[src/rtl/uart_frame_tx_if.sv]
// Payload-write, start and status signals of the framed UART transmitter.
interface uart_frame_tx_if;
  logic       wr_en;
  logic [7:0] wr_data;
  logic       start;
  logic       Tx;
  logic       busy;
  logic       done;
  logic       wr_rej;
  logic [7:0] count;

  modport master (
    output wr_en, wr_data, start,
    input  Tx, busy, done, wr_rej, count
  );

  modport slave (
    input  wr_en, wr_data, start,
    output Tx, busy, done, wr_rej, count
  );
endinterface

[src/rtl/uart_frame_tx.sv]
// Buffers payload bytes and sends them as one 8N1 frame: 0x00, payload, 0xFF.
module uart_frame_tx #(
  parameter int unsigned CLKS_PER_BIT = 5208,
  parameter int unsigned MAX_LEN      = 31
) (
  input  logic           CLOCK_50,
  input  logic           reset,
  uart_frame_tx_if.slave bus
);

  localparam int unsigned BW = (CLKS_PER_BIT > 1) ? $clog2(CLKS_PER_BIT) : 1;
  localparam int unsigned IW = $clog2(MAX_LEN + 1);
  localparam int unsigned AW = (MAX_LEN > 1) ? $clog2(MAX_LEN) : 1;
  localparam logic [BW-1:0] BAUD_LAST = BW'(CLKS_PER_BIT - 1);
  localparam logic [7:0]    LEN_MAX   = 8'(MAX_LEN);
  localparam logic [3:0]    STOP_BIT  = 4'd9;

  typedef enum logic [1:0] {IDLE, SOF, PAYLOAD, EOF} state_t;

  state_t        state_q, state_d;
  logic [BW-1:0] baud_q, baud_d;
  logic [3:0]    bit_q, bit_d;
  logic [IW-1:0] index_q, index_d;
  logic [7:0]    count_q, count_d;
  logic          tx_q, tx_d;
  logic          busy_q, busy_d;
  logic          done_q, done_d;
  logic          rej_q, rej_d;
  logic          wr_ok_c;
  logic [7:0]    cur_byte_c;
  logic [7:0]    pay_q [MAX_LEN];

  // Next-state logic: write acceptance in IDLE, bit/byte sequencing while framing
  always_comb begin
    state_d    = state_q;
    baud_d     = baud_q;
    bit_d      = bit_q;
    index_d    = index_q;
    count_d    = count_q;
    tx_d       = tx_q;
    busy_d     = busy_q;
    done_d     = 1'b0;
    rej_d      = 1'b0;
    wr_ok_c    = 1'b0;
    cur_byte_c = 8'hFF;

    if (state_q == SOF)          cur_byte_c = 8'h00;
    else if (state_q == PAYLOAD) cur_byte_c = pay_q[AW'(index_q)];

    case (state_q)
      IDLE: begin
        if (bus.wr_en) begin
          if ((count_q < LEN_MAX) && (bus.wr_data != 8'h00) && (bus.wr_data != 8'hFF)) begin
            wr_ok_c = 1'b1;
            count_d = count_q + 8'd1;
          end else begin
            rej_d = 1'b1;
          end
        end
        // count_d already includes a same-cycle accepted write
        if (bus.start && (count_d != 8'd0)) begin
          state_d = SOF;
          busy_d  = 1'b1;
          tx_d    = 1'b0;
          baud_d  = '0;
          bit_d   = '0;
          index_d = '0;
        end
      end
      default: begin
        rej_d = bus.wr_en;
        if (baud_q != BAUD_LAST) begin
          baud_d = baud_q + BW'(1);
        end else begin
          baud_d = '0;
          if (bit_q != STOP_BIT) begin
            bit_d = bit_q + 4'd1;
            tx_d  = (bit_q == 4'd8) ? 1'b1 : cur_byte_c[bit_q[2:0]];
          end else begin
            // Stop bit finished: next start bit follows immediately unless the frame ends
            bit_d = '0;
            tx_d  = 1'b0;
            case (state_q)
              SOF: begin
                state_d = PAYLOAD;
                index_d = '0;
              end
              PAYLOAD: begin
                if (8'(index_q) == (count_q - 8'd1)) state_d = EOF;
                else                                 index_d = index_q + IW'(1);
              end
              default: begin
                state_d = IDLE;
                tx_d    = 1'b1;
                busy_d  = 1'b0;
                done_d  = 1'b1;
                count_d = '0;
              end
            endcase
          end
        end
      end
    endcase
  end

  always_ff @(posedge CLOCK_50) begin
    if (reset) begin
      state_q <= IDLE;
      baud_q  <= '0;
      bit_q   <= '0;
      index_q <= '0;
      count_q <= '0;
      tx_q    <= 1'b1;
      busy_q  <= 1'b0;
      done_q  <= 1'b0;
      rej_q   <= 1'b0;
    end else begin
      state_q <= state_d;
      baud_q  <= baud_d;
      bit_q   <= bit_d;
      index_q <= index_d;
      count_q <= count_d;
      tx_q    <= tx_d;
      busy_q  <= busy_d;
      done_q  <= done_d;
      rej_q   <= rej_d;
    end
  end

  // Payload storage needs no reset; count bounds what is ever read
  always_ff @(posedge CLOCK_50) begin
    if (wr_ok_c) pay_q[AW'(count_q)] <= bus.wr_data;
  end

  assign bus.Tx     = tx_q;
  assign bus.busy   = busy_q;
  assign bus.done   = done_q;
  assign bus.wr_rej = rej_q;
  assign bus.count  = count_q;

endmodule

[src/flat_wrapper.sv]
// flat-port wrapper written by rule: the top's interface ports become plain ports
module uart_frame_tx_flat 
#(
  parameter int unsigned CLKS_PER_BIT = 5208,
  parameter int unsigned MAX_LEN      = 31
)
  (CLOCK_50, reset, bus_wr_en, bus_wr_data, bus_start, bus_Tx, bus_busy, bus_done, bus_wr_rej, bus_count);
  uart_frame_tx_if bus_i ();
  input  logic CLOCK_50;
  input  logic reset;
  input wire logic [$bits(bus_i.wr_en)-1:0] bus_wr_en;
  input wire logic [$bits(bus_i.wr_data)-1:0] bus_wr_data;
  input wire logic [$bits(bus_i.start)-1:0] bus_start;
  output wire logic [$bits(bus_i.Tx)-1:0] bus_Tx;
  output wire logic [$bits(bus_i.busy)-1:0] bus_busy;
  output wire logic [$bits(bus_i.done)-1:0] bus_done;
  output wire logic [$bits(bus_i.wr_rej)-1:0] bus_wr_rej;
  output wire logic [$bits(bus_i.count)-1:0] bus_count;
  assign bus_i.wr_en = bus_wr_en;
  assign bus_i.wr_data = bus_wr_data;
  assign bus_i.start = bus_start;
  assign bus_Tx = bus_i.Tx;
  assign bus_busy = bus_i.busy;
  assign bus_done = bus_i.done;
  assign bus_wr_rej = bus_i.wr_rej;
  assign bus_count = bus_i.count;
  uart_frame_tx #(.CLKS_PER_BIT(CLKS_PER_BIT), .MAX_LEN(MAX_LEN)) u_core (.CLOCK_50(CLOCK_50), .reset(reset), .bus(bus_i));
endmodule
[config.mk]
export PLATFORM = sky130hd
export DESIGN_NAME = uart_frame_tx_flat
export DESIGN_NICKNAME = d
export VERILOG_FILES = /design/src/rtl/uart_frame_tx_if.sv /design/src/rtl/uart_frame_tx.sv /design/src/flat_wrapper.sv
export SDC_FILE = /design/constraint.sdc
export NUM_CORES = 1
export LEC_CHECK = 0
export ABC_CLOCK_PERIOD_IN_PS = 2600
export BUFFER_PORTS_ARGS = -buffer_cell sky130_fd_sc_hd__buf_4
export CAP_MARGIN = 20
export CORE_ASPECT_RATIO = 0.5
export CORE_MARGIN = 8
export CORE_UTILIZATION = 25
export DETAILED_ROUTE_END_ITERATION = 8
export PLACE_DENSITY = 0.43
export SLEW_MARGIN = 10
export SYNTH_ARGS = -nofsm -noshare
export SYNTH_HDL_FRONTEND = slang
export SYNTH_SLANG_ARGS = --single-unit
[constraint.sdc]
create_clock -name CLOCK_50 -period 2.6 [get_ports CLOCK_50]
set_input_delay 0.13 -clock CLOCK_50 [delete_from_list [all_inputs] [get_ports CLOCK_50]]
set_output_delay 0.13 -clock CLOCK_50 [all_outputs]
set_load 0.02 [all_outputs]
**Word-level counts from Yosys, hierarchy flattened**

Memories as Yosys holds them, arrays and structs flattened. A register that Yosys moved wholly into a read port is not among the register bits.
Index checks and enable logic that the tools add are counted.

- Flip-flop bits (word level): 36
- Latch bits: 0
- Bits in writable memories: 248
- Memory bits (read-only): 0
- Output and inout port bits: 12
- Logic and storage cells: 95
- Memories kept: 1

- Add/subtract/negate cells: 5
- Multipliers: 0
- Div/mod/pow operators: 0
- $lt $le $gt $ge: 2
- Equal/unequal tests: 13
- Shift-type cells: 0
- Mux-type cells: 51
- Bitwise gates (word level): 0
- Reduce and logical (&&, ||, !) cells: 14

Memories:

| memory | words | width | rd ports | clocked after memory_dff | write ports | line | RTL |
|---|---|---|---|---|---|---|---|
| u_core.pay_q | 31 | 8 | 1 | 1 | 1 | uart_frame_tx.sv:31 | `logic [7:0] pay_q [MAX_LEN];` |

Operators with widths:

| cell | count |
|---|---|
| $mux W8 | 9 |
| $mux W13 | 3 |
| $mux W5 | 7 |
| $mux W1 | 20 |
| $mux W4 | 4 |
| $reduce_bool A8 Y1 | 2 |
| $add A13 B1 Y13 const B | 1 |
| $ne A13 B13 Y1 const B | 1 |
| $mux W2 | 5 |
| $pmux W5 S2 | 1 |
| $add A8 B1 Y8 const B | 1 |
| $eq A5 B8 Y1 | 1 |
| $lt A8 B5 Y1 const B | 1 |
| $ne A8 B8 Y1 const B | 1 |
| $reduce_and A4 Y1 | 2 |
| $sub A8 B1 Y8 const B | 1 |
| $ne A3 B3 Y1 const B | 2 |
| $add A5 B1 Y5 const B | 1 |
| $reduce_and A5 Y1 | 1 |
| $add A4 B1 Y4 const B | 1 |
| $eq A4 B4 Y1 const B | 1 |
| $lt A3 B4 Y1 const B | 1 |
| $ne A2 B1 Y1 const B | 2 |
| $ne A2 B2 Y1 const B | 2 |
| other kinds (12) | 14 |

**Depth between registers and ports, before layout**

- Depth after elaboration: 12
- Mapped depth: 11
- Mapped depth without buffers: 9

**Least setup slack after synthesis**

No wires, ideal clock.

- Kind: register to register
- Start: register u_core.count_q[0] (netlist: u_core.bus.count[0])
- End: register with a tool-made name
- Library setup time: 128 ps
- Arrival time: 2289 ps
- Path slack: 184 ps
- Cell stages (with the launch flop): 11
- Path buffers: 1
- Clock period less this slack: 2416 ps
- Path through: dfxtp_1 > buf_2 > inv_1 > ha_1 > xnor2_1 > nor3_1 > nand3_1 > a211o_1 > a22oi_4 > mux2i_1 > nor2_1

RTL lines:

| element | line | RTL |
|---|---|---|
| start, declared | uart_frame_tx.sv:24 | `logic [7:0] count_q, count_d;` |
| start signal, assigned | uart_frame_tx.sv:122 | `count_q <= count_d;` |

==> metrics.md <==
| Metric | Value |
|---|---|
| Area of the multi-input gates | `3720 um2` |
| Post-synth EDFFs | `248` |
| Clock buffer depth | `3` |
| WHS Endpoint | `u_core.pay_q[11][5]` |
| Gpl congestion | `0.871` |
| Hold Path Origin | `bus_wr_data[5]` |
| Primary FF master, synth | `edfxtp_1` |
| # Max-Cap Violations | `0` |
| PwrDens | `697 nW/um2` |
| Worst-Margin Slew | `0.847 ns` |
| First-pass GRT wire length | `between 40,000 and 50,000 um` |
| Antenna Nets Post-Route | `0` |
| Status | `finished, final reports clean` |
| Mapped Nets | `828` |
| Fin util | `30.6%` |
| Die area | `between 50,000 and 60,000 um2` |
| Synth async-reset ratio | `0%` |
| Reg2reg end | `u_core.bus.Tx` |
| Final critical-path required period | `2.47 ns` |
| Int Power | `7.84 mW` |
| Yosys Warn Count | `0` |
| Cts bufs inserted | `30` |
| Max Freq | `roughly 400 MHz` |
| Floorplan core area | `just under 50,000 um2` |
| Filler instances | `4,771` |
| Final Slew Violations | `0` |
| Largest net degree at the start of global routing | `33` |
| Psw | `2.46 mW` |
| Total GRT Usage | `11.7%` |
| I/O pins | `24` |
| Max-slew headroom | `43.3%` |
| CTS H-tree depth | `1` |
| TritonCTS clock tree | `done` |
| Synthesized flop and latch total | `a little under 300` |
| Reg power frac | `50.0%` |
| Leak pwr | `4.68 nW` |
| Critical path required time | `about 3.1 ns` |
| Via count | `7,408` |
| IO Port Bufs | `23` |
| Worst-Skew Late Latency | `0.57 ns` |
| Tcrit/Tclk final | `95.0%` |
| Mapped Area | `about 12,000 um2` |
| Vias in the first global route | `between 7,000 and 8,000` |
| Diode count | `0` |
| Most common cell after layout, fill and taps aside | `edfxtp_1` |
| Final hold violation count | `0` |
| Clock power share | `approximately 40%` |
| Starting density of the core | `between 20% and 30%` |
| Mapped Avg Cell Area | `15.2 um2` |
| Clock Sink Count | `289` |
| WS Path Type | `reg2reg` |
| CTS Root Cell | `clkbuf_16` |
| Setup tns final | `0 ns` |
| Pre-antenna DRT Iters | `7` |
| CP Capture Type | `register` |
| Distinct cells, synth | `74` |
| RSZ-0062 raised after global routing | `false` |
| Area Growth Syn to Fin | `21.0%` |
| CP arrival | `2.92 ns` |
| Synth top area share | `60.9%` |
| R2R depth | `8` |
| Clock transition at the registers of the reported paths | `0.07 ns` |
| VDD IR max | `0.453 mV` |
| Synth top area cells | `edfxtp_1, mux4_2, dfxtp_1` |
| Crit Path Max Fanout | `24` |
| Die width | `329 um` |
| Switch share | `23.9%` |
| R2R Setup Slk | `0.13 ns` |
| Worst min-delay path category | `in2reg` |
| Vias/cell | `about 4.7` |
| Synth area leader | `edfxtp_1` |
| DRT iter0 DRCs | `553` |
| DR WL/cell | `21.1 um` |
| CP Launch Type | `register` |
| DRC Markers | `0` |
| Initial antenna violation count | `0` |
| Routed WL | `33,600 um` |
| Hold path cells | `2` |
| Seq/Total Area, Yosys | `67.6%` |
| Share of layout cells above drive strength 1 | `24.2%` |
| FF+latch area | `8280 um2` |
| Combinational power share | `10.2%` |
| Final worst slack | `0.131 ns` |
| Syn Inst Count | `806` |
| Layout Nets | `938` |
| DPL Wire Length | `23,600 um` |
| Die Ht | `172 um` |
| Skew final | `0.0162 ns` |
| Setup violations, final | `0` |
| Row count | `57` |
| Commonest non-fill, non-tap cells in the layout | `edfxtp_1, buf_4, nor2_1` |
| Global route total overflow | `0` |
| Pre-CTS worst setup slack | `between 0.07 and 0.08 ns` |
==> synth_stat cells, types with 3 or more instances <==
cell / number
o211ai_1: 7
a221oi_1: 3
nand2_1: 45
nor3b_1: 3
buf_6: 3
nand4_1: 4
ha_1: 10
nand3_1: 22
mux2i_1: 30
mux2_2: 5
o21a_1: 4
nor2_1: 77
a21oi_1: 25
a31oi_1: 11
nand3b_1: 5
nor2b_1: 6
o22ai_1: 4
edfxtp_1: 248
buf_2: 11
a311oi_1: 10
o21ai_1: 6
dfxtp_1: 41
inv_1: 13
buf_1: 4
a41oi_1: 5
mux4_2: 47
nand2b_1: 11
buf_4: 3
nor3_1: 10
a32oi_1: 3
or4_1: 5
and2_1: 4
clkbuf_1: 20
or3_1: 7
a22oi_1: 9
and3_1: 6
a211o_1: 3
xnor2_1: 9
o21ai_0: 22
==> stage by stage <==
stage               area (um2)  cells  hold slack, ns  total power, mW
finish                   14800   1588          0.0571             10.3
global route             14800   1588          0.0579             10.7
CTS                      14800   1588          0.0278             10.4
detailed placement       13800   1526           0.404             6.30
global placement         13800   1526           0.397             6.29
floorplan                12200    806           0.229             5.83
==> sequential cells by signal, indices dropped and copies added, names as in the netlist, named ones only <==
name and flops:
u_core.bit_q 4, u_core.bus.wr_rej 1, u_core.pay_q 248, u_core.state_q 2, u_core.bus.count 8, u_core.bus.done 1, u_core.baud_q 13, u_core.bus.busy 1
u_core.bus.Tx 1, u_core.index_q 5
==> worst max-delay path by stage <==
stage                               end                start  cells after the start  slack, ns
after floorplan                register  u_core.bus.count[0]                     10       0.18
after global placement    u_core.bus.Tx             register                      7       0.04
final                     u_core.bus.Tx             register                      8       0.13
after CTS                 u_core.bus.Tx             register                      7       0.07
after detailed placement  u_core.bus.Tx             register                      7       0.08
after global routing      u_core.bus.Tx             register                      9      0.003
==> area by class of cell <==
| type | count | area share [%] |
|---|---|---|
| Sequential cell | 289 | 55.9 |
| Multi-Input combinational cell | 462 | 25.2 |
| Timing Repair Buffer | 119 | 6.71 |
| Clock buffer | 42 | 5.66 |
| Tap cell | 649 | 5.49 |
| Clock inverter | 13 | 0.677 |
| Inverter | 14 | 0.355 |
==> power groups by stage <==
| stage | sequential [mW] | combinational (mW) | clock (mW) |
|---|---|---|---|
| 5_1_grt | 5.16 | 1.15 | 4.42 |
| 4_1_cts | 5.16 | 1.06 | 4.23 |
| 2_1_floorplan | 5.28 | 0.556 | 0 |
| 3_3_place_gp | 5.25 | 1.04 | 0 |
| 3_5_place_dp | 5.25 | 1.04 | 0 |
| 6_report | 5.15 | 1.05 | 4.10 |
==> per-layer routing <==
| metal | global-route usage, % | vias up | share of wire, % |
|---|---|---|---|
| li1 | - | 3401 | - |
| met1 | 15.9 | 3785 | 46 |
| met2 | 19.3 | 168 | 46 |
| met3 | 2.40 | 54 | 5.0 |
| met4 | 2.78 | 0 | 2.2 |
| met5 | 0 | - | 0 |
==> kinds of logic (layout without fill, tap and decap cells) <==
logic type	count (synthesis)	count (layout)	synth area share, %
flip-flops	289	289	67.6
AND/OR/NAND/NOR	223	223	9.11
AO/OA/AOI/OAI	136	136	7.79
multiplexers	84	84	11.8
buffers and inverters	55	188	2.08
adder cells (fa/ha/maj)	10	10	1.02
XOR/XNOR	9	9	0.645
==> critical path: stages, from the launching register on <==
cell      delay (ns)
dfxtp_4         0.49
buf_16          0.25
mux4_2          0.56
nand2_1         0.08
o211ai_1        0.14
mux2_2          0.30
o211ai_1        0.14
and3b_1         0.27
o21ai_1         0.09
==> repair_timing <==
action                                  in CTS  in global routing
endpoints found under the setup margin       0                 37
hold endpoints to repair                    42                  0
gates resized for setup                      0                  6
buffers inserted                             0                  0
hold buffers                                 7                  0
(Power assumes the default switching activity.)
